## src/rtl/asynchronous_fifo_pkg.sv

```systemverilog
// Types and helpers shared by the read and write ports of the dual-clock FIFO:
// Gray/binary conversion, pointer-width helpers and the FWFT prefetch state.
package asynchronous_fifo_pkg;

    localparam int MAX_POINTER_WIDTH = 32;

    typedef logic [MAX_POINTER_WIDTH-1:0] pointer_word_t;

    typedef enum logic [1:0] {
        PF_EMPTY = 2'd0,
        PF_ONE   = 2'd1,
        PF_TWO   = 2'd2
    } prefetch_state_e;

    function automatic int address_width(input int depth);
        return $clog2(depth);
    endfunction

    // One extra bit distinguishes full from empty when the addresses match.
    function automatic int pointer_width(input int depth);
        return $clog2(depth) + 1;
    endfunction

    function automatic pointer_word_t binary_to_gray(input pointer_word_t bin);
        return bin ^ (bin >> 1);
    endfunction

    function automatic pointer_word_t gray_to_binary(input pointer_word_t gray);
        pointer_word_t bin;
        bin[MAX_POINTER_WIDTH-1] = gray[MAX_POINTER_WIDTH-1];
        for (int i = MAX_POINTER_WIDTH - 2; i >= 0; i--) begin
            bin[i] = bin[i+1] ^ gray[i];
        end
        return bin;
    endfunction

endpackage

```

## src/rtl/asynchronous_fifo_read_port_if.sv

```systemverilog
// Consumer-facing bundle of the FIFO read port: data handshake plus status flags.
interface asynchronous_fifo_read_port_if #(
    parameter int DATA_WIDTH    = 16,
    parameter int POINTER_WIDTH = 13
);

    logic                     read_ready;
    logic [DATA_WIDTH-1:0]    read_data;
    logic                     read_data_valid;
    logic                     empty;
    logic [POINTER_WIDTH-1:0] read_level;
    logic                     almost_empty;
    logic                     underflow;

    modport master (
        input  read_ready,
        output read_data, read_data_valid, empty, read_level, almost_empty, underflow
    );

    modport slave (
        output read_ready,
        input  read_data, read_data_valid, empty, read_level, almost_empty, underflow
    );

endinterface

```

## src/rtl/asynchronous_fifo_read_port_sync.sv

```systemverilog
// Multi-flop synchroniser for a Gray-coded pointer crossing into this clock domain.
module gray_pointer_synchronizer #(
    parameter int WIDTH  = 13,
    parameter int STAGES = 2
) (
    input  logic             clock,
    input  logic             reset_n,
    input  logic [WIDTH-1:0] gray_in,
    output logic [WIDTH-1:0] gray_sync
);

    (* ASYNC_REG = "TRUE" *) logic [STAGES-1:0][WIDTH-1:0] sync_chain;

    // NOTE: flops always take non-blocking assignments so every stage samples
    // the previous stage's old value and the chain really is STAGES deep.
    always_ff @(posedge clock or negedge reset_n) begin
        if (!reset_n) begin
            sync_chain <= '0;
        end else begin
            sync_chain <= {sync_chain[STAGES-2:0], gray_in};
        end
    end

    assign gray_sync = sync_chain[STAGES-1];

endmodule

```

## src/rtl/asynchronous_fifo_read_port.sv

```systemverilog
// Read-domain half of the dual-clock FIFO: pointer sync, RAM read control and
// FWFT or request/response delivery. ASYNC_FIFO_READ_LEVEL_EN builds read_level/almost_empty.
module asynchronous_fifo_read_port
    import asynchronous_fifo_pkg::*;
#(
    parameter int DATA_WIDTH              = 16,
    parameter int DATA_DEPTH              = 4096,
    parameter int FIRST_WORD_FALL_THROUGH = 1,
    parameter int SYNC_STAGES             = 2,
    parameter int ALMOST_EMPTY_THRESHOLD  = 4
) (
    input  logic                                       clock,
    input  logic                                       reset_n,
    input  logic [pointer_width(DATA_DEPTH)-1:0]       write_pointer_gray,
    input  logic [DATA_WIDTH-1:0]                      memory_read_data,
    output logic                                       memory_read_enable,
    output logic [address_width(DATA_DEPTH)-1:0]       memory_read_address,
    output logic [pointer_width(DATA_DEPTH)-1:0]       read_pointer_gray,
    asynchronous_fifo_read_port_if.master              read_port
);

    localparam int AW = address_width(DATA_DEPTH);
    localparam int PW = pointer_width(DATA_DEPTH);

    logic [PW-1:0] write_pointer_sync_gray;
    logic [PW-1:0] write_pointer_sync;
    logic [PW-1:0] read_pointer;
    logic [PW-1:0] read_pointer_next;
    pointer_word_t write_pointer_wide;
    pointer_word_t read_gray_wide;
    logic          unused_upper_bits;
    logic          memory_empty;
    logic          read_issue;
    logic          read_in_flight;

`ifdef ASYNC_FIFO_READ_LEVEL_EN
    logic [1:0]    pipeline_words;
`endif

    gray_pointer_synchronizer #(
        .WIDTH  (PW),
        .STAGES (SYNC_STAGES)
    ) u_write_pointer_sync (
        .clock     (clock),
        .reset_n   (reset_n),
        .gray_in   (write_pointer_gray),
        .gray_sync (write_pointer_sync_gray)
    );

    assign write_pointer_wide  = gray_to_binary(pointer_word_t'(write_pointer_sync_gray));
    assign write_pointer_sync  = write_pointer_wide[PW-1:0];
    assign read_pointer_next   = read_pointer + PW'(read_issue);
    assign read_gray_wide      = binary_to_gray(pointer_word_t'(read_pointer_next));
    assign unused_upper_bits   = ^{write_pointer_wide[MAX_POINTER_WIDTH-1:PW],
                                   read_gray_wide[MAX_POINTER_WIDTH-1:PW]};

    assign memory_empty        = (write_pointer_sync == read_pointer);
    assign memory_read_enable  = read_issue;
    assign memory_read_address = read_pointer[AW-1:0];

    always_ff @(posedge clock or negedge reset_n) begin
        if (!reset_n) begin
            read_pointer      <= '0;
            read_pointer_gray <= '0;
            read_in_flight    <= 1'b0;
        end else begin
            read_pointer      <= read_pointer_next;
            read_pointer_gray <= read_gray_wide[PW-1:0];
            read_in_flight    <= read_issue;
        end
    end

    if (FIRST_WORD_FALL_THROUGH != 0) begin : g_fwft
        prefetch_state_e       state;
        logic [DATA_WIDTH-1:0] output_word;
        logic [DATA_WIDTH-1:0] skid_word;
        logic                  output_valid;
        logic [1:0]            held_words;
        logic                  pop;

        assign held_words = (state == PF_TWO) ? 2'd2 : ((state == PF_ONE) ? 2'd1 : 2'd0);
        assign pop        = read_port.read_ready && output_valid;
        // A word leaving this cycle frees its slot, which keeps one word per clock flowing.
        assign read_issue = !memory_empty &&
                            ((held_words + 2'(read_in_flight) - 2'(pop)) < 2'd2);

`ifdef ASYNC_FIFO_READ_LEVEL_EN
        assign pipeline_words = held_words + 2'(read_in_flight) - 2'(pop) + 2'(read_issue);
`endif

        // NOTE: the buffered words are reset along with the state so a reset in
        // mid-stream can never present a stale word once valid rises again.
        always_ff @(posedge clock or negedge reset_n) begin
            if (!reset_n) begin
                state        <= PF_EMPTY;
                output_valid <= 1'b0;
                output_word  <= '0;
                skid_word    <= '0;
            end else begin
                case (state)
                    PF_EMPTY: begin
                        if (read_in_flight) begin
                            output_word  <= memory_read_data;
                            output_valid <= 1'b1;
                            state        <= PF_ONE;
                        end
                    end
                    PF_ONE: begin
                        if (pop) begin
                            if (read_in_flight) begin
                                output_word <= memory_read_data;
                            end else begin
                                output_valid <= 1'b0;
                                state        <= PF_EMPTY;
                            end
                        end else if (read_in_flight) begin
                            skid_word <= memory_read_data;
                            state     <= PF_TWO;
                        end
                    end
                    PF_TWO: begin
                        if (pop) begin
                            output_word <= skid_word;
                            if (read_in_flight) begin
                                skid_word <= memory_read_data;
                            end else begin
                                state <= PF_ONE;
                            end
                        end
                    end
                    default: begin
                        output_valid <= 1'b0;
                        state        <= PF_EMPTY;
                    end
                endcase
            end
        end

        assign read_port.read_data       = output_word;
        assign read_port.read_data_valid = output_valid;
        assign read_port.empty           = !output_valid;
        assign read_port.underflow       = 1'b0;
    end else begin : g_standard
        logic [DATA_WIDTH-1:0] output_word;
        logic                  output_valid;
        logic                  underflow_pulse;

        assign read_issue = read_port.read_ready && !memory_empty;

`ifdef ASYNC_FIFO_READ_LEVEL_EN
        assign pipeline_words = 2'd0;
`endif

        always_ff @(posedge clock or negedge reset_n) begin
            if (!reset_n) begin
                output_word     <= '0;
                output_valid    <= 1'b0;
                underflow_pulse <= 1'b0;
            end else begin
                output_valid    <= read_in_flight;
                underflow_pulse <= read_port.read_ready && memory_empty;
                if (read_in_flight) begin
                    output_word <= memory_read_data;
                end
            end
        end

        assign read_port.read_data       = output_word;
        assign read_port.read_data_valid = output_valid;
        assign read_port.empty           = memory_empty;
        assign read_port.underflow       = underflow_pulse;
    end

`ifdef ASYNC_FIFO_READ_LEVEL_EN
    logic [PW-1:0] level_next;
    logic [PW-1:0] level_q;
    logic          almost_empty_q;

    // Level after this edge: words still in RAM plus words in the prefetch path.
    assign level_next = write_pointer_sync - read_pointer_next + PW'(pipeline_words);

    always_ff @(posedge clock or negedge reset_n) begin
        if (!reset_n) begin
            level_q        <= '0;
            almost_empty_q <= 1'b1;
        end else begin
            level_q        <= level_next;
            almost_empty_q <= (level_next <= PW'(ALMOST_EMPTY_THRESHOLD));
        end
    end

    assign read_port.read_level   = level_q;
    assign read_port.almost_empty = almost_empty_q;
`else
    localparam int unused_threshold = ALMOST_EMPTY_THRESHOLD;

    assign read_port.read_level   = '0;
    assign read_port.almost_empty = read_port.empty;
`endif

endmodule

```

## src/flat_wrapper.sv

```systemverilog
// flat-port wrapper written by rule: the top's interface ports become plain ports
module asynchronous_fifo_read_port_flat import asynchronous_fifo_pkg::*;
#(
    parameter int DATA_WIDTH              = 16,
    parameter int DATA_DEPTH              = 4096,
    parameter int FIRST_WORD_FALL_THROUGH = 1,
    parameter int SYNC_STAGES             = 2,
    parameter int ALMOST_EMPTY_THRESHOLD  = 4
)
  (clock, reset_n, write_pointer_gray, memory_read_data, memory_read_enable, memory_read_address, read_pointer_gray, read_port_read_ready, read_port_read_data, read_port_read_data_valid, read_port_empty, read_port_read_level, read_port_almost_empty, read_port_underflow);
  asynchronous_fifo_read_port_if #(.DATA_WIDTH(DATA_WIDTH), .POINTER_WIDTH((4))) read_port_i ();
  input  logic clock;
  input  logic reset_n;
  input  logic [pointer_width(DATA_DEPTH)-1:0] write_pointer_gray;
  input  logic [DATA_WIDTH-1:0] memory_read_data;
  output logic memory_read_enable;
  output logic [address_width(DATA_DEPTH)-1:0] memory_read_address;
  output logic [pointer_width(DATA_DEPTH)-1:0] read_pointer_gray;
  input wire logic [$bits(read_port_i.read_ready)-1:0] read_port_read_ready;
  output wire logic [$bits(read_port_i.read_data)-1:0] read_port_read_data;
  output wire logic [$bits(read_port_i.read_data_valid)-1:0] read_port_read_data_valid;
  output wire logic [$bits(read_port_i.empty)-1:0] read_port_empty;
  output wire logic [$bits(read_port_i.read_level)-1:0] read_port_read_level;
  output wire logic [$bits(read_port_i.almost_empty)-1:0] read_port_almost_empty;
  output wire logic [$bits(read_port_i.underflow)-1:0] read_port_underflow;
  assign read_port_i.read_ready = read_port_read_ready;
  assign read_port_read_data = read_port_i.read_data;
  assign read_port_read_data_valid = read_port_i.read_data_valid;
  assign read_port_empty = read_port_i.empty;
  assign read_port_read_level = read_port_i.read_level;
  assign read_port_almost_empty = read_port_i.almost_empty;
  assign read_port_underflow = read_port_i.underflow;
  asynchronous_fifo_read_port #(.DATA_WIDTH(DATA_WIDTH), .DATA_DEPTH(DATA_DEPTH), .FIRST_WORD_FALL_THROUGH(FIRST_WORD_FALL_THROUGH), .SYNC_STAGES(SYNC_STAGES), .ALMOST_EMPTY_THRESHOLD(ALMOST_EMPTY_THRESHOLD)) u_core (.clock(clock), .reset_n(reset_n), .write_pointer_gray(write_pointer_gray), .memory_read_data(memory_read_data), .memory_read_enable(memory_read_enable), .memory_read_address(memory_read_address), .read_pointer_gray(read_pointer_gray), .read_port(read_port_i));
endmodule
```

## config.mk

```make
export PLATFORM = sky130hd
export DESIGN_NAME = asynchronous_fifo_read_port_flat
export DESIGN_NICKNAME = d
export VERILOG_FILES = /design/src/rtl/asynchronous_fifo_pkg.sv /design/src/rtl/asynchronous_fifo_read_port_if.sv /design/src/rtl/asynchronous_fifo_read_port_sync.sv /design/src/rtl/asynchronous_fifo_read_port.sv /design/src/flat_wrapper.sv
export SDC_FILE = /design/constraint.sdc
export NUM_CORES = 1
export LEC_CHECK = 0
export CORE_UTILIZATION = 49
export DETAILED_ROUTE_END_ITERATION = 8
export PLACE_DENSITY_LB_ADDON = 0.05
export SLEW_MARGIN = 30
export SYNTH_ARGS = -nofsm -noshare
export SYNTH_HDL_FRONTEND = slang
export SYNTH_SLANG_ARGS = --single-unit
```

## constraint.sdc

```tcl
create_clock -name clock -period 3.43 [get_ports clock]
set_input_delay 0.8575 -clock clock [delete_from_list [all_inputs] [get_ports clock]]
set_output_delay 0.8575 -clock clock [all_outputs]
set_load 0.03 [all_outputs]
```

* After elaboration in Yosys (flattened, before gate mapping)
Index checks and enable logic that the tools add are counted.
** Operators by class
- $add $sub $neg :: 3
- Magnitude comparators :: 1
- Equal/unequal tests :: 11
- Multiplexer cells :: 21
- Bitwise gates (word level) :: 14
- Reduce and logical (&&, ||, !) cells :: 11
** Operators with widths (number)
- $mux 16 :: 6
- $pmux 16 s3 :: 1
- $pmux 16 s2 :: 1
- $mux 2 :: 7
- $add 13x1->13 :: 1
- $eq 13x13->1 :: 1
- $xor 13x12->13 :: 1
- $xor 1x1->1 :: 12
- $ne 2x1->1 const B :: 3
- $ne 2x2->1 const B :: 3
- $pmux 2 s3 :: 1
- $reduce_and 3->1 :: 2
- $reduce_and 5->1 :: 1
- $mux 1 :: 4
- $reduce_and 4->1 :: 1
- $ne 3x1->1 const B :: 1
- $ne 3x3->1 const B :: 1
- $pmux 1 s3 :: 1
- $reduce_bool 3->1 :: 1
- $add 2x1->2 :: 1
- $eq 2x1->1 const B :: 1
- $eq 2x2->1 const B :: 1
- $logic_and 1x1->1 :: 2
- $logic_not 1->1 :: 2
- other kinds (5) :: 5
** Storage, ports and cells
- Register bits after elaboration :: 88
- Input bits :: 32
- Output and inout bits :: 50
- Word-level logic and storage cells :: 70

* Logic depth before layout (Yosys ltp)
Gate-level depths: netlist of run 1.
- Word-level depth :: 17
- Gate-level depth with buffers :: 13
- Mapped depth without buffers :: 13

* Hierarchy
A second synthesis of run 1 with hierarchy kept.
** Second synthesis, totals
- Cell total of the unflattened synthesis :: 296
- Area total of the unflattened synthesis :: 3696.0 µm²
** Modules (own cells, without submodules)
- asynchronous_fifo_read_port :: times used 1, cells each 257, area each 2947.8 µm²
- gray_pointer_synchronizer :: times used 1, cells each 39, area each 748.2 µm²

* Least setup slack after synthesis of run 1
Ideal clock, no wire load.
- Kind :: register to register
- Start point :: register u_core.u_write_pointer_sync.sync_chain, in the netlist u_core.u_write_pointer_sync.gray_sync[12]
- End point :: register u_core.read_pointer_gray[7]
- Setup time :: 0.079 ns
- Arrival time :: 3.284 ns
- Data required time :: 3.351 ns
- Slack :: 0.067 ns
- Stages on the path, launching flop included :: 13
- Path buffers :: 0
- Clock period less this slack :: 3.363 ns
- Cell sequence :: dfrtp_1 -> xnor3_2 -> xnor3_1 -> mux2i_1 -> o2111ai_1 -> o41a_1 -> ha_1 -> ha_1 -> nand2_1 -> nor2_1 -> and3_1 -> xnor2_1 -> xor2_1
** Between the ends
- Longest elaborated chain between the ends :: 17
** RTL lines
- start, declared :: RTL line asynchronous_fifo_read_port_sync.sv:12 : (* ASYNC_REG = "TRUE" *) logic [STAGES-1:0][WIDTH-1:0] sync_chain;
- start signal, assigned :: RTL line asynchronous_fifo_read_port_sync.sv:20 : sync_chain <= {sync_chain[STAGES-2:0], gray_in};
- $xor 1x1->1 (12 in series) :: RTL line asynchronous_fifo_pkg.sv:32 : bin[i] = bin[i+1] ^ gray[i];
- $eq 13x13->1 * :: RTL line asynchronous_fifo_read_port.sv:57 : assign memory_empty = (write_pointer_sync == read_pointer);
- $logic_not 1->1 * :: RTL line asynchronous_fifo_read_port.sv:84 : assign read_issue = !memory_empty &&
- $logic_and 1x1->1 * :: RTL line asynchronous_fifo_read_port.sv:84
- net memory_read_enable :: RTL line flat_wrapper.sv:16 : output logic memory_read_enable;
- $add 13x1->13 * :: RTL line asynchronous_fifo_read_port.sv:52 : assign read_pointer_next = read_pointer + PW'(read_issue);
- $xor 13x12->13 * :: RTL line asynchronous_fifo_pkg.sv:25 : return bin ^ (bin >> 1);
- net u_core.read_gray_wide[7] :: RTL line asynchronous_fifo_read_port.sv:30 : pointer_word_t read_gray_wide;
- end signal, assigned :: RTL line asynchronous_fifo_read_port.sv:68 : read_pointer_gray <= read_gray_wide[PW-1:0];
- end, declared :: RTL line asynchronous_fifo_read_port.sv:18 : output logic [pointer_width(DATA_DEPTH)-1:0] read_pointer_gray,
The timed path passes the listed nets; every way through them passes the cells marked *.
A chain may end at the register's enable or synchronous reset.

* Worst setup path after layout of run 1
- Start point :: register u_core.u_write_pointer_sync.sync_chain, in the netlist u_core.u_write_pointer_sync.gray_sync[9]
- End point :: output memory_read_enable
** Between the ends
- Longest elaborated chain between the ends :: 13
** RTL lines (RTL line)
- $xor 1x1->1 * :: asynchronous_fifo_pkg.sv:32
- $xor 1x1->1 (9 in series) :: asynchronous_fifo_pkg.sv:32
- $eq 13x13->1 * :: asynchronous_fifo_read_port.sv:57
- $logic_not 1->1 * :: asynchronous_fifo_read_port.sv:84
- $logic_and 1x1->1 * :: asynchronous_fifo_read_port.sv:84
- end, declared :: flat_wrapper.sv:16
Every way passes the cells marked *; elsewhere a longest branch is shown, timed or not.

==> results by group, run 1 <==
Power
  – Power per unit of standard cell area: 955 mW/mm^2
  – Portion of total power attributed to combinational logic: a little under half
  – Cell Int Power: 2.86 mW
  – Net switching power: approximately 1.8 mW
  – Sw frac: 38.1%
  – Largest vdd supply drop: 519 uV
  – Clock share of power: 18.5%
  – Fraction of power consumed by sequential logic: 34.4%
  – Leakage Power: around 2.2 nW

Run
  – Max-cap viol count: 0

Floorplan
  – I/O pin total: slightly above 80
  – Vertical die dimension: 88.1 um
  – Cell row count: 31
  – Effective utilization at floorplan: about half
  – Core area: 0.00721 sq mm
  – Die Footprint: approximately 0.0078 sq mm
  – Die width: roughly 88 um

Final layout
  – Final-stage net count: 413
  – Signed area change from the synthesized netlist to the final layout: 33.0%
  – Fill cell total of the finished layout: 587
  – Fraction of layout cells with a size suffix above 1: 14.0%
  – Number of standard cells in the layout, taps in and fillers out: 478
  – Count of antenna diodes in the layout: 0

Routing
  – Aggregate routed wire length: between 6000 and 7000 um
  – Total via count in the routed design: ~2,300
  – Residual DRC: 0
  – Total iterations of the first detailed-routing run: 4
  – DRT iter0 DRCs: 52
  – Post-DR wirelength/cell: 13.0 um
  – Number of nets with antenna violations after detailed routing: 0
  – Vias per Instance: 4.71

Yosys
  – Synth unique cells: 34
  – Post-synth ARST share: 100%
  – Top flip-flop cell by instance count after synthesis: dfrtp_1
  – Post-synthesis area per instance: between 10 and 15 sq um
  – Post-synth design cell area: between 0.003 and 0.004 sq mm
  – Proportion of synthesized chip area in sequential cells: 59.9%
  – Post-Synthesis Cells: between 200 and 300
  – Count of flip-flops with a built-in enable after synthesis: 0
  – Number of flip-flops and latches in the synthesized netlist: 87
  – Number of warning messages in the yosys log: 0

STA
  – Hold violation total from the final report: 0
  – Crit path time final: 3.34 ns
  – Final worst-path cycle share: 97.4%
  – Actual transition at the worst max-transition pin: 0.751 ns
  – Post-route clock skew: 0.00939 ns
  – Worst setup slack after layout: between 0.09 and 0.1 ns
  – Rel. slew slack: around 50%
  – Setup repair after global routing missed its margin: no
  – Max-slew violation count: 0
  – Achievable clock frequency: 299 MHz
  – Setup-violating endpoint count in the final report: 0

CTS
  – Max Root-Sink Buffers: 2
  – TritonCTS Buffers: 9
  – Clock transition at the registers of the reported paths: 0.08 ns
  – Library cell used as clock root buffer: clkbuf_8
  – Skew-Pair Late Insertion Delay: ~0.35 ns
  – Clock sink total: 87
  – H-tree depth: 3
  – TritonCTS clock tree: done

Global route
  – Global-route wire length before repair: ~10,000 um
  – Pin count of the biggest net entering global routing: just under 90
  – Via count of the first global-routing pass: 2,259
  – Global-route congestion overflow total: 0
  – GRT Total Usage: 17.9%
  – Number of antenna violations at the first check in global routing: 0

Worst setup path
  – Required time at the worst-slack endpoint: 2.57 ns
  – Nature of the critical path startpoint: flop
  – Worst Setup Path Type: reg2out
  – Highest net fanout along the worst path: 3
  – Kind of end point of the critical path: output port
  – Crit path DAT: 2.48 ns

Placement
  – Worst slack, placed: -0.0527 ns
  – Dpl hpwl: 4270 um
  – Count of input and output buffers: 76
  – Placed insts: 462
  – Placer's final routability congestion estimate: between 0.7 and 0.8

Status
  – Run status: completed

Min path
  – Min-Delay Path Class: reg2reg
stage by stage:
stage	cell area [sq um]	setup TNS, ns	hold slack (ns)	util, %	power, mW
final	4830	0	0.352	67.0	4.61
after global routing	4830	0	0.359	67.0	4.92
after CTS	4810	0	0.354	66.7	4.66
after detailed placement	4560	-0.181	0.335	63.3	3.79
after global placement	4560	0	0.332	63.2	3.74
after floorplan	3650	0	0.331	-	3.01
what timing repair did:
action | CTS | global route
pin swaps | 3 | 1
setup buffers | 0 | 0
gates resized for setup | 2 | 3
hold buffers | 0 | 0
setup endpoints to repair | 1 | 4
state kept, by name, summed over array words and instances (netlist names), 2 cells and up:
| name | flops |
|---|---|
| u_core.u_write_pointer_sync.sync_chain | 13 |
| u_core.u_write_pointer_sync.gray_sync | 13 |
| u_core.read_pointer_gray | 12 |
| u_core.g_fwft.skid_word | 16 |
| u_core.read_port.read_data | 16 |
| u_core.g_fwft.state | 2 |
| u_core.read_pointer | 13 |
power by group through the flow:
stage	clock network [mW]	logic, mW	registers (mW)
floorplan	0	1.08	1.93
global placement	0	2.14	1.60
detailed placement	0	2.18	1.61
CTS	0.876	2.19	1.59
global route	0.914	2.38	1.63
finish	0.853	2.17	1.59
metal layers:
layer	up-vias	GRT usage, %	wire length (um)
met5	-	0	0
met4	0	5.72	66
met3	5	6.88	357
met2	59	28.8	2980
met1	1081	22.5	2820
li1	1108	-	-
layout by cell type, fill, tap and decap left out, types with 5 or more instances in the layout:
cell             netlist  final
a21oi_1               18     18
and3_1                 5      5
buf_4                  6     10
clkbuf_8               0      9
clkdlybuf4s50_1        0     74
conb_1                 1      5
dfrtp_1               87     87
ha_1                   7      7
inv_1                 15     15
mux2_2                16     16
mux2i_1               19     19
nand2_1               10     10
nand3_1                6      6
nor2_1                24     24
xnor2_1               16     15
xor2_1                24     23
critical path: stages (launching register included):
cell and delay (ns):
dfrtp_1 0.42, xnor2_2 0.18, xnor3_2 0.49, xnor2_1 0.23, mux2i_1 0.10, o41a_1 0.43
buf_4 0.15, buf_6 0.13
synthesized netlist by cell type, types with 5 or more instances:
library cell   n  area (sq um)
dfrtp_1       87          2180
nor2_1        24          90.1
xor2_1        24           210
mux2i_1       19           190
a21oi_1       18          90.1
mux2_2        16           180
xnor2_1       16           140
inv_1         15          56.3
nand2_1       10          37.5
ha_1           7          87.6
buf_4          6          45.0
clkbuf_1       6          22.5
nand3_1        6          30.0
and3_1         5          31.3
path summary, 6_finish.rpt:
kind / startpoint / to / slack, ns / cells after the start
min in group asynchronous: reset_n / u_core.read_port.read_data_valid / 0.55 / 1
worst min register to register: u_core.u_write_pointer_sync.sync_chain[1] / u_core.u_write_pointer_sync.gray_sync[1] / 0.35 / 0
max in group asynchronous: reset_n / u_core.g_fwft.skid_word[9] / 2.37 / 1
worst max-delay path: u_core.u_write_pointer_sync.gray_sync[9] / memory_read_enable / 0.09 / 7
worst min-delay path: u_core.u_write_pointer_sync.sync_chain[1] / u_core.u_write_pointer_sync.gray_sync[1] / 0.35 / 0
worst max register to register: u_core.u_write_pointer_sync.gray_sync[9] / u_core.read_pointer_gray[8] / 0.18 / 13
cells by family after synthesis:
group	count (synthesis)	synth area share (%)
AOI/OAI and AO/OA	28	4.51
xor gates and xnor gates	45	12.6
other	1	0.103
adders and majority gates	7	2.41
DFF	87	59.9
buffers and inverters	27	3.41
muxes	35	10.2
and+or+nand+nor	54	6.82
area by class of cell:
cell class	count	area [sq um]	share of cell area (%)
Multi-Input combinational cell	174	1380	28.6
Clock buffer	9	124	2.56
Inverter	15	56.3	1.17
Sequential cell	87	2180	45.1
Clock inverter	7	120	2.49
Tap cell	99	124	2.56
Timing Repair Buffer	87	850	17.6
Note: power is estimated with default switching activity, not from simulation.
==> run 2, diff against run 1 <==
Settings changed: CORE_MARGIN set to 2, GPL_ROUTABILITY_DRIVEN set to 0.
==> run 2 against run 1 <==
Clock skew fell by 0.0042 ns. Critical endpoint unchanged. Highest routed layer unchanged. Clock power fell by 6.9%. Setup slack worse by 0.035 ns.
==> results by group, run 2 (synthesis results as in run 1) <==
STA
  – Hold violation total from the final report: 0
  – Hold slack: 0.354 ns
  – Rel. slew slack: 48.1%
  – Setup repair after global routing missed its margin: yes
  – Final worst-path cycle share: 98.4%
  – Crit path time final: between 3 and 4 ns
  – Achievable clock frequency: 296 MHz
  – Actual transition at the worst max-transition pin: 0.779 ns
  – Worst setup slack after layout: 0.0553 ns
  – Setup-violating endpoint count in the final report: 0
  – Max-slew violation count: 0
  – Post-route clock skew: 0.00516 ns

Power
  – Power per unit of standard cell area: 940 mW/mm^2
  – Net switching power: 1.76 mW
  – Largest vdd supply drop: 477 uV
  – Portion of total power attributed to combinational logic: 47.8%
  – Leakage Power: 2.19 nW
  – Fraction of power consumed by sequential logic: 34.8%
  – Sw frac: between 30 and 40%
  – Cell Int Power: about 2.8 mW
  – Clock share of power: 17.4%
  – Power consumption: between 4 and 5 mW

Worst setup path
  – Required time at the worst-slack endpoint: 2.57 ns
  – Crit path launch: u_core.u_write_pointer_sync.gray_sync[11]
  – Highest net fanout along the worst path: 6
  – Nature of the critical path startpoint: flop
  – Library cell contributing the largest single delay on the critical path: xnor3_2
  – Kind of end point of the critical path: output port
  – CP peak stage delay: ~0.44 ns
  – Worst reg2reg startpoint: u_core.u_write_pointer_sync.gray_sync[11]
  – Worst Setup Path Type: reg2out
  – Cell mode on critical path: buf_6
  – Crit path DAT: roughly 2.5 ns
  – Flop2flop setup slack: 0.24 ns
  – Cell Chain, Critical Path: xnor3_2 > buf_6 > xor2_2 > nor3_1 > o2111ai_1 > o41a_1 > buf_4 > buf_6

Routing
  – Total iterations of the first detailed-routing run: 4
  – Number of nets with antenna violations after detailed routing: 0
  – Post-route met1 wirelength: 2690 um
  – Aggregate routed wire length: 6170 um
  – DRT iter0 DRCs: 66
  – Wire length on met2: 3000 um
  – Highest routing layer actually used: met4
  – Vias per Instance: between 4 and 5
  – Post-DR wirelength/cell: 12.9 um
  – Total via count in the routed design: approximately 2,300
  – Met3 Wirelength: about 380 um
  – Residual DRC: 0

Placement
  – Dpl hpwl: between 4000 and 5000 um
  – Worst slack, placed: -0.0430 ns
  – Placed insts: 461
  – Total placed instance area: 0.00456 sq mm
  – Count of input and output buffers: 76

Final layout
  – Register area: between 0.002 and 0.0025 sq mm
  – Count of antenna diodes in the layout: 0
  – Signed area change from the synthesized netlist to the final layout: 33.5%
  – Final-stage net count: 414
  – Fill cell total of the finished layout: 586
  – Post-Layout Inst Area: 0.00485 sq mm
  – Commonest non-fill, non-tap cell in the layout: dfrtp_1
  – Top library cells by usage in the layout, fill and taps aside: dfrtp_1 (87), clkdlybuf4s50_1 (74), nor2_1 (24)
  – Fraction of layout cells with a size suffix above 1: 15.3%
  – Number of standard cells in the layout, taps in and fillers out: between 400 and 500
  – Combined area of the multi-input logic cells: about 0.0014 sq mm

CTS
  – Cts-stage hold buffer count: 0
  – H-tree depth: 3
  – Library cell used as clock root buffer: clkbuf_8
  – Skew-Pair Late Insertion Delay: approximately 0.35 ns
  – TritonCTS Buffers: 9
  – Clock transition at the registers of the reported paths: ~0.090 ns
  – Max Root-Sink Buffers: 2
  – TritonCTS clock tree: done
  – Clock sink total: 87

Global route
  – Pin count of the biggest net entering global routing: between 80 and 90
  – Global-route wire length before repair: 10,500 um
  – Number of antenna violations at the first check in global routing: 0
  – Global-route congestion overflow total: 0
  – GRT Total Usage: 16.2%
  – Via count of the first global-routing pass: between 2,000 and 2,500

Min path
  – Origin of the worst min-delay path: u_core.u_write_pointer_sync.sync_chain[1]
  – Min-Delay Path Class: reg2reg

Floorplan
  – Vertical die dimension: 90.1 um
  – Die Footprint: slightly above 0.008 sq mm
  – Die width: 90.1 um
  – Core area: 0.00721 sq mm
  – Effective utilization at floorplan: 50.3%
  – Cell row count: 31
  – I/O pin total: 82

Status
  – Run status: completed

Run
  – Max-cap viol count: 0
## run 2: cell types whose count changed in the layout (fill, tap and decap cells not counted), sizes merged
cell,previous run,this run
inv,16,19
buf,13,14
clkinv,2,1
clkinvlp,1,0
bufinv,3,2
## run 2: timing repair
action / in CTS / in global routing
buffers inserted: 0 / 2
setup endpoints to repair: 1 / 5
pin swaps: 2 / 5
resized for setup: 2 / 7
## run 2: per-stage QoR
step | utilization [%] | TNS, ns
floorplan | - | 0
global placement | 63.1 | 0
detailed placement | 63.1 | -0.148
CTS | 66.4 | 0
global route | 67.2 | -0.0462
finish | 67.2 | 0
## run 2: path summary, 6_finish.rpt
| check | end | cells after the start |
|---|---|---|
| worst max-delay path | memory_read_enable | 8 |
| worst max register to register | u_core.read_pointer_gray[8] | 14 |
| worst min register to register | u_core.u_write_pointer_sync.gray_sync[1] | 0 |
| min in group asynchronous | u_core.g_fwft.state[0] | 1 |
| worst min-delay path | u_core.u_write_pointer_sync.gray_sync[1] | 0 |
| max in group asynchronous | u_core.u_write_pointer_sync.sync_chain[2] | 1 |
## run 2: per-layer routing
metal / up-vias / track usage [%]
li1: 1113 / -
met1: 1115 / 20.8
met2: 57 / 25.6
met3: 6 / 4.69
met4: 0 / 7.31
met5: - / 0
## run 2: final cells by class
cell class                 count  area share (%)
clock buffer                   9            2.55
clock inverter                 7            2.06
inverter                      15            1.16
multi-input combinational    174            29.1
sequential                    87            44.9
tap                           99            2.55
timing repair buffer          88            17.7
## run 2: power groups by stage
stage	Sequential [mW]	Combinational, mW	Clock, mW
after floorplan	1.93	1.08	0
after global placement	1.59	2.15	0
after detailed placement	1.61	2.18	0
after CTS	1.59	2.19	0.822
after global routing	1.63	2.35	0.858
final	1.58	2.18	0.794
## run 2: worst max-delay path: cells and delay by family (launching register included)
| family | cells | cell delay [ns] |
|---|---|---|
| XOR/XNOR | 2 | 0.61 |
| AND/OR/NAND/NOR | 1 | 0.16 |
| buffers and inverters | 3 | 0.44 |
| AO/OA/AOI/OAI | 2 | 0.58 |
| flip-flops | 1 | 0.37 |
==> run 3, diff against run 2 <==
Settings changed: MAX_ROUTING_LAYER set to met4.
==> run 3 against run 2 <==
Clock power is essentially flat. Non-clock buffer count unchanged. Clock skew rose by 0.0015 ns. Highest routed layer unchanged.
==> results by group, run 3 (synthesis results as in run 1) <==
Power
  – Power per unit of standard cell area: roughly 940 mW/mm^2
  – Portion of total power attributed to combinational logic: 47.8%
  – Sw frac: 38.6%
  – Net switching power: 1.76 mW
  – Fraction of power consumed by sequential logic: 34.8%
  – Cell Int Power: 2.80 mW
  – Largest vdd supply drop: 477 uV
  – Leakage Power: around 2.2 nW
  – Power consumption: roughly 4.6 mW
  – Clock share of power: 17.4%

Routing
  – Residual DRC: 0
  – Number of nets with antenna violations after detailed routing: 0
  – Vias per Instance: 4.74
  – Post-DR wirelength/cell: 12.9 um
  – Aggregate routed wire length: approximately 6200 um
  – Total via count in the routed design: 2,271
  – Total iterations of the first detailed-routing run: 4
  – DRT iter0 DRCs: 93

Final layout
  – Fill cell total of the finished layout: 586
  – Signed area change from the synthesized netlist to the final layout: 33.5%
  – Fraction of layout cells with a size suffix above 1: 15.3%
  – Combined area of the multi-input logic cells: between 0.001 and 0.0015 sq mm
  – Final-stage net count: between 400 and 500
  – Top library cells by usage in the layout, fill and taps aside: dfrtp_1 (87), clkdlybuf4s50_1 (74), nor2_1 (24)
  – Post-Layout Inst Area: 0.00485 sq mm
  – Count of antenna diodes in the layout: 0
  – Commonest non-fill, non-tap cell in the layout: dfrtp_1
  – Register area: approximately 0.0022 sq mm

STA
  – Actual transition at the worst max-transition pin: ~0.76 ns
  – Final worst-path cycle share: 98.9%
  – Rel. slew slack: 49.3%
  – Achievable clock frequency: slightly below 300 MHz
  – Setup repair after global routing missed its margin: yes
  – Max-slew violation count: 0
  – Worst setup slack after layout: between 0.03 and 0.04 ns
  – Crit path time final: around 3.4 ns
  – Post-route clock skew: around 0.0067 ns
  – Hold violation total from the final report: 0
  – Setup-violating endpoint count in the final report: 0

Floorplan
  – Die Footprint: slightly above 0.008 sq mm
  – Cell row count: 31
  – Core area: 0.00721 sq mm
  – Die width: 90.1 um
  – Effective utilization at floorplan: approximately 50%
  – Vertical die dimension: about 90 um
  – I/O pin total: 82

Worst setup path
  – Worst Setup Path Type: reg2out
  – CP peak stage delay: 0.44 ns
  – Kind of end point of the critical path: output port
  – Highest net fanout along the worst path: 6
  – Nature of the critical path startpoint: flop
  – Cell mode on critical path: buf_6
  – Crit path DAT: roughly 2.5 ns
  – Library cell contributing the largest single delay on the critical path: xnor3_2
  – Cell Chain, Critical Path: xnor3_2 > buf_6 > xor2_2 > nor3_1 > o2111ai_1 > o41a_1 > buf_4 > buf_6
  – Required time at the worst-slack endpoint: 2.57 ns

Run
  – Max-cap viol count: 0

Placement
  – Count of input and output buffers: 76
  – Worst slack, placed: -0.0430 ns
  – Dpl hpwl: roughly 4300 um
  – Total placed instance area: 0.00456 sq mm

Status
  – Run status: completed

Global route
  – Pin count of the biggest net entering global routing: 88
  – Global-route congestion overflow total: 0
  – Via count of the first global-routing pass: 2,276
  – GRT Total Usage: 16.6%
  – Global-route wire length before repair: ~10,000 um
  – Number of antenna violations at the first check in global routing: 0

CTS
  – Skew-Pair Late Insertion Delay: around 0.35 ns
  – H-tree depth: 3
  – TritonCTS clock tree: done
  – TritonCTS Buffers: 9
  – Clock sink total: 87
  – Library cell used as clock root buffer: clkbuf_8
  – Max Root-Sink Buffers: 2
  – Clock transition at the registers of the reported paths: ~0.090 ns
  – Cts-stage hold buffer count: 0

Min path
  – Min-Delay Path Class: reg2reg
-- run 3: cell type report --
cell class	instances	area share, %
multi-input cells	174	29.1
inverters	15	1.16
clock buffers	9	2.55
clock inverters	7	2.06
flip-flops and latches	87	44.9
well taps	99	2.55
repair buffers	88	17.7
-- run 3: stage by stage --
step                utilization, %  TNS [ns]  hold WS [ns]  instances
global placement              63.1         0         0.333        461
CTS                           66.4         0         0.356        477
finish                        67.2         0         0.354        479
detailed placement            63.1    -0.148         0.335        461
global route                  67.2   -0.0462         0.360        479
floorplan                        -         0         0.331        288
-- run 3: layer usage --
metal | up-vias | share of wire (%) | global-route usage, %
met5 | - | 0 | -
met4 | 0 | 1.6 | 7.31
met3 | 6 | 5.3 | 4.02
met2 | 57 | 48 | 25.6
met1 | 1095 | 45 | 21.3
li1 | 1113 | - | -
-- run 3: worst paths after layout --
| check | cells past startpoint | end | slack (ns) | from |
|---|---|---|---|---|
| max | 8 | memory_read_enable | 0.04 | u_core.u_write_pointer_sync.gray_sync[11] |
| min | 0 | u_core.u_write_pointer_sync.gray_sync[1] | 0.35 | u_core.u_write_pointer_sync.sync_chain[1] |
| max reg2reg | 14 | u_core.read_pointer_gray[8] | 0.22 | u_core.u_write_pointer_sync.gray_sync[11] |
| min reg2reg | 0 | u_core.u_write_pointer_sync.gray_sync[1] | 0.35 | u_core.u_write_pointer_sync.sync_chain[1] |
| max in group asynchronous | 1 | u_core.u_write_pointer_sync.gray_sync[6] | 2.36 | reset_n |
| min in group asynchronous | 1 | u_core.g_fwft.state[0] | 0.55 | reset_n |
-- run 3: what timing repair did --
action,in CTS,in global routing
cloned,0,0
pin swaps,2,5
gates resized for setup,2,7
endpoints found under the hold margin,0,0
setup endpoints to repair,1,5
setup buffers,0,2
-- run 3: critical path, delay by kind of cell, from the launching register on --
kind	cells	cell delay [ns]
flip-flops	1	0.37
XOR/XNOR	2	0.61
buffers and inverters	3	0.44
AO/OA/AOI/OAI	2	0.59
AND/OR/NAND/NOR	1	0.18
-- run 3: power groups by stage --
stage                     Sequential [mW]  Clock [mW]  Combinational [mW]
final                                1.59       0.793                2.18
after floorplan                      1.93           0                1.08
after global routing                 1.63       0.858                2.35
after global placement               1.59           0                2.15
after CTS                            1.59       0.822                2.19
after detailed placement             1.61           0                2.18
